`config.mk`:
```
export PLATFORM = sky130hd
export DESIGN_NAME = apb_master_arb17
export DESIGN_NICKNAME = d
export VERILOG_FILES = /design/src/rtl/apb_master_arb17.sv
export SDC_FILE = /design/constraint.sdc
export NUM_CORES = 1
export LEC_CHECK = 0
export BUFFER_PORTS_ARGS = -buffer_cell sky130_fd_sc_hd__buf_4
export CORE_ASPECT_RATIO = 0.6
export CORE_MARGIN = 2
export CORE_UTILIZATION = 48
export CTS_BUF_LIST = sky130_fd_sc_hd__clkbuf_4 sky130_fd_sc_hd__clkbuf_8
export DETAILED_ROUTE_END_ITERATION = 7
export PLACE_DENSITY = 0.86
export SLEW_MARGIN = 20
export SYNTH_ARGS = -nofsm -noshare
export SYNTH_HDL_FRONTEND = slang
export SYNTH_SLANG_ARGS = --single-unit
```
`constraint.sdc`:
```
create_clock -name pclock17 -period 3.2 [get_ports pclock17]
set_input_delay 0.48 -clock pclock17 [delete_from_list [all_inputs] [get_ports pclock17]]
set_output_delay 0.48 -clock pclock17 [all_outputs]
set_load 0.05 [all_outputs]
```
`src/rtl/apb_master_arb17.sv`:
```
// Two-requester APB master with round-robin arbitration and an ACCESS-phase timeout.
// One transfer in flight; the response pulse coincides with IDLE so back-to-back accepts work.
module apb_master_arb17 #(
  parameter int unsigned PADDR_WIDTH17  = 32,
  parameter int unsigned PWDATA_WIDTH17 = 32,
  parameter int unsigned TIMEOUT17      = 16
) (
  input  logic                        pclock17,
  input  logic                        preset17,
  input  logic [1:0]                  req_valid17,
  input  logic [1:0]                  req_wr17,
  input  logic [2*PADDR_WIDTH17-1:0]  req_addr17,
  input  logic [2*PWDATA_WIDTH17-1:0] req_wdata17,
  output logic [1:0]                  req_ready17,
  output logic [1:0]                  rsp_valid17,
  output logic [PWDATA_WIDTH17-1:0]   rsp_rdata17,
  output logic                        rsp_err17,
  output logic [PADDR_WIDTH17-1:0]    paddr17,
  output logic                        prwd17,
  output logic [PWDATA_WIDTH17-1:0]   pwdata17,
  output logic                        psel17,
  output logic                        penable17,
  input  logic [PWDATA_WIDTH17-1:0]   prdata17,
  input  logic                        pready17,
  input  logic                        pslverr17
);

  localparam int unsigned AW = PADDR_WIDTH17;
  localparam int unsigned DW = PWDATA_WIDTH17;
  localparam int unsigned CW = 8;

  typedef enum logic [1:0] {IDLE, SETUP, ACCESS} state_e;

  state_e          state_q, state_d;
  logic            ptr_q, ptr_d;
  logic            owner_q, owner_d;
  logic            wr_q, wr_d;
  logic [AW-1:0]   addr_q, addr_d;
  logic [DW-1:0]   wdata_q, wdata_d;
  logic [CW-1:0]   wait_q, wait_d;
  logic            psel_q, psel_d;
  logic            penable_q, penable_d;
  logic [1:0]      rsp_valid_q, rsp_valid_d;
  logic [DW-1:0]   rsp_rdata_q, rsp_rdata_d;
  logic            rsp_err_q, rsp_err_d;
  logic            gnt_c;
  logic            accept_c;

  // Round-robin pick: a lone requester wins, a tie goes to the pointer.
  always_comb begin
    gnt_c = req_valid17[1];
    if (req_valid17[0] && req_valid17[1]) gnt_c = ptr_q;
    req_ready17 = 2'b00;
    if ((state_q == IDLE) && preset17 && req_valid17[gnt_c])
      req_ready17 = gnt_c ? 2'b10 : 2'b01;
    accept_c = |(req_valid17 & req_ready17);
  end

  always_comb begin
    state_d     = state_q;
    ptr_d       = ptr_q;
    owner_d     = owner_q;
    wr_d        = wr_q;
    addr_d      = addr_q;
    wdata_d     = wdata_q;
    wait_d      = wait_q;
    rsp_valid_d = 2'b00;
    rsp_rdata_d = '0;
    rsp_err_d   = 1'b0;
    case (state_q)
      IDLE: begin
        if (accept_c) begin
          state_d = SETUP;
          owner_d = gnt_c;
          ptr_d   = ~gnt_c;
          wr_d    = req_wr17[gnt_c];
          addr_d  = gnt_c ? req_addr17[2*AW-1:AW] : req_addr17[AW-1:0];
          wdata_d = gnt_c ? req_wdata17[2*DW-1:DW] : req_wdata17[DW-1:0];
          wait_d  = '0;
        end
      end
      SETUP: state_d = ACCESS;
      ACCESS: begin
        if (pready17) begin
          state_d     = IDLE;
          rsp_valid_d = owner_q ? 2'b10 : 2'b01;
          rsp_err_d   = pslverr17;
          rsp_rdata_d = wr_q ? '0 : prdata17;
        end else begin
          wait_d = wait_q + CW'(1);
          // The cycle that brings the count to TIMEOUT17 is the last ACCESS cycle.
          if (wait_q == CW'(TIMEOUT17 - 1)) begin
            state_d     = IDLE;
            rsp_valid_d = owner_q ? 2'b10 : 2'b01;
            rsp_err_d   = 1'b1;
          end
        end
      end
      default: state_d = IDLE;
    endcase
    psel_d    = (state_d != IDLE);
    penable_d = (state_d == ACCESS);
  end

  always_ff @(posedge pclock17 or negedge preset17) begin
    if (!preset17) begin
      state_q     <= IDLE;
      ptr_q       <= 1'b0;
      owner_q     <= 1'b0;
      wr_q        <= 1'b0;
      addr_q      <= '0;
      wdata_q     <= '0;
      wait_q      <= '0;
      psel_q      <= 1'b0;
      penable_q   <= 1'b0;
      rsp_valid_q <= 2'b00;
      rsp_rdata_q <= '0;
      rsp_err_q   <= 1'b0;
    end else begin
      state_q     <= state_d;
      ptr_q       <= ptr_d;
      owner_q     <= owner_d;
      wr_q        <= wr_d;
      addr_q      <= addr_d;
      wdata_q     <= wdata_d;
      wait_q      <= wait_d;
      psel_q      <= psel_d;
      penable_q   <= penable_d;
      rsp_valid_q <= rsp_valid_d;
      rsp_rdata_q <= rsp_rdata_d;
      rsp_err_q   <= rsp_err_d;
    end
  end

  assign paddr17     = addr_q;
  assign prwd17      = wr_q;
  assign pwdata17    = wdata_q;
  assign psel17      = psel_q;
  assign penable17   = penable_q;
  assign rsp_valid17 = rsp_valid_q;
  assign rsp_rdata17 = rsp_rdata_q;
  assign rsp_err17   = rsp_err_q;

endmodule

```
==> results.cfg <==
[critical_path]
worst-endpoint-required_ns = 2.72
reg2reg_depth = 3
worst_r2r_startpoint = state_q[0]
worst_setup_start_kind = flip-flop
path_max_fanout = 35
worst_ep_arrival_time_ns = 2.09
critical_path.endpoint_type = output pin
reg2reg_slack_ns = 0.98
critPathKind = reg2out
timing.rr.end = pwdata17[1]

[power_and_ir_drop]
vdd.ir_drop.worst_mv = 0.616
clk_pwr_share_pct = 24.5
netSwitchingFraction_pct = 43.7
switchingPower_uw = 2910
leakage_uw = 0.00398
share_seq_of_total_power_pct = 31.8
p_comb_share_pct = 43.7
cellPowerDensity_nw_per_um2 = 903
cellInternalPower_uw = 3750

[synthesis]
synth.distinct_cells = 30
postSynthNetCount = 594
synth_top_family_by_area = multiplexers
avgSynthCellArea_um2 = 11.1
synth.ff_latch_count = 114
syn-cell-area_um2 = 4740
synth_top_cell_by_area = sky130_fd_sc_hd__dfrtp_1
syn_inst = 425
complex_gate_fraction_of_the_synthesized_area_pct = 9.11
synth.top_cell.area_share_pct = 60.2
yosysWarningCount = 0
synth-adder-area-share_pct = 0.264
ys_seq_area_share_pct = 60.2
post_synth_mux_area_share_pct = 14.3
synth-xor-area-share_pct = 0.370
synth.area.top_cells = sky130_fd_sc_hd__dfrtp_1 60%, sky130_fd_sc_hd__mux2i_1 14%, sky130_fd_sc_hd__o21ai_0 7.6%
synth-simple-area-share_pct = 12.9
synth_enable_flop_cells = 0
async_reset_ff_share_pct = 100
ys.flop_type = sky130_fd_sc_hd__dfrtp_1

[timing]
unrepaired_setup_endpoints_after_global_routing = no
finalSetupViolCount = 0
clock-skew-final_ns = 0.00953
hold-worst-slack_ns = 0.224
setup_tns_ns = 0
worst-slew-pin-transition_ns = 0.865
fin_crit_ns = 2.57
final-hold-violation-count = 0
max_clock_freq_ghz = 0.389
timing.slew.headroom_pct = 42.4
timing_max_transition_violations_final = 0
min_period_over_period_pct = 80.3

[layout]
share_of_cells_above_drive_strength_1_pct = 44.4
diodes = 0
layout-area-overhead-vs-synth_pct = 55.8
layout.nets = 864
number_of_fillers_in_the_final_layout = 663
final_design_area_no_fill_um2 = 7380

[clock_network]
clk_path_buf_depth = 2
tritoncts = yes
cts_made_buffers = 17
cts_repair_resize_count = 0
cts_max_level = 4
clock_pin_transition_on_the_worst_setup_and_hold_timing_paths_ns = 0.08
insertion_delay_ns = 0.41
cts_setup_buffers = 0
post_cts_hold_buffer_count = 0
cts_num_sinks = 114
clk_root_buffer_cell = sky130_fd_sc_hd__clkbuf_8

[route]
detail_route.wirelength_mm = 13.7
detail-route-antenna-nets = 0
firstDrtPassIters = 4
routed_wire_length_per_instance_um = 16.3
ratio_of_routed_vias_to_standard_cells = 5.00
drcViolationCount = 0
detailroute.via_count = 4215
dr.first_iter.drc_count = 157

[flow_run]
max-cap-violations = 0

[grt]
grt_first_pass_wirelength_mm = 21.1
pin_count_of_the_biggest_net_entering_global_routing = 103
antenna_found_initial = 0
via_count_of_the_first_global_routing_pass = 4178
grt_overflow_total = 0
grt_use_total_pct = 25.5

[place]
placedInstanceArea_um2 = 6890
finalWeightedCongestion = 0.839
buffers_added_on_ports = 271
hpwl_mm = 10.2

[die]
floorplan.io_pins = 272
die_y_um = 81.0
coreArea_um2 = 9740
core.rowCount = 28
die_width_um = 132
start_util_pct = 48.6
die-area_um2 = 10700

[run_status]
status = finished clean

[hold_path]
worst_hold_path_type = in2async
cell families (layout without fill, tap and decap cells):
family,after synthesis,after routing
adders and majority gates,1,1
and+or+nand+nor,127,127
DFF,114,114
xor gates and xnor gates,2,2
AOI/OAI and AO/OA,83,83
muxes,67,67
buffers and inverters,31,314
per-stage QoR:
stage	util, %	std cells	setup WS, ns	power, µW
2_1_floorplan	-	425	0.710	4000
3_3_place_gp	70.7	811	0.850	4970
3_5_place_dp	70.7	811	0.780	5060
4_1_cts	75.8	843	0.613	6720
5_1_grt	75.8	843	0.470	6970
6_report	75.8	843	0.631	6660
layout by cell type (no fill, tap or decap), drive strengths merged, types with 4 or more instances in the layout:
master  count
clkbuf     17
nor2        8
a21oi       4
dfrtp     114
mux2i      66
and2       33
clkinv      8
inv         5
nand2      69
bufinv      6
o21ai      73
buf       277
power groups by stage:
stage	Combinational, µW	Clock, µW	Sequential (µW)
2_1_floorplan	550	0	3450
3_3_place_gp	2860	0	2110
3_5_place_dp	2920	0	2130
4_1_cts	2930	1660	2120
5_1_grt	3060	1740	2170
6_report	2910	1630	2120
registers in the layout, indices dropped and copies added (netlist names):
register / flops
paddr17: 32
pwdata17: 32
rsp_rdata17: 32
wait_q: 8
rsp_valid17: 2
state_q: 2
owner_q: 1
penable17: 1
prwd17: 1
psel17: 1
ptr_q: 1
rsp_err17: 1
how the worst max path moves through the flow:
stage,depth (start not counted),startpoint,endpoint,slack [ns]
2_1_floorplan,5,req_valid17[1],req_ready17[1],0.71
3_3_place_gp,6,req_valid17[1],req_ready17[0],0.85
3_5_place_dp,5,req_valid17[1],pwdata17[31],0.78
4_1_cts,4,state_q[0],req_ready17[0],0.61
5_1_grt,4,state_q[0],req_ready17[0],0.47
6_report,4,state_q[0],req_ready17[0],0.63
cell usage after synthesis, types with 3 or more instances:
cell type	instances
sky130_fd_sc_hd__nand2_1	69
sky130_fd_sc_hd__clkbuf_1	11
sky130_fd_sc_hd__and2_1	33
sky130_fd_sc_hd__buf_2	14
sky130_fd_sc_hd__mux2i_1	66
sky130_fd_sc_hd__inv_1	3
sky130_fd_sc_hd__o31ai_1	3
sky130_fd_sc_hd__nor2_1	8
sky130_fd_sc_hd__dfrtp_1	114
sky130_fd_sc_hd__or4_1	3
sky130_fd_sc_hd__a21oi_1	4
sky130_fd_sc_hd__nand4_1	3
sky130_fd_sc_hd__o21ai_0	72
metal layers:
| metal | vias to the layer above | part of all wire, % | global-route usage, % |
|---|---|---|---|
| li1 | 1992 | - | - |
| met1 | 2040 | 40 | 30.4 |
| met2 | 167 | 51 | 43.9 |
| met3 | 16 | 7.5 | 8.61 |
| met4 | 0 | 1.3 | 9.57 |
| met5 | - | 0 | 0 |
critical path: stages (launching register included):
cell and delay, ns:
sky130_fd_sc_hd__dfrtp_1 0.59, sky130_fd_sc_hd__or3_4 0.40, sky130_fd_sc_hd__clkinv_1 0.27, sky130_fd_sc_hd__and2_1 0.22, sky130_fd_sc_hd__buf_4 0.19
layout make-up:
cell class	instances	area, µm²	share of cell area [%]
flip-flops and latches	114	2850	38.7
repair buffers	277	2080	28.2
multi-input cells	280	1770	24.0
clock inverters	15	258	3.49
clock buffers	17	234	3.17
well taps	135	169	2.29
inverters	5	18.8	0.254
Note: power is estimated with default switching activity, not from simulation.
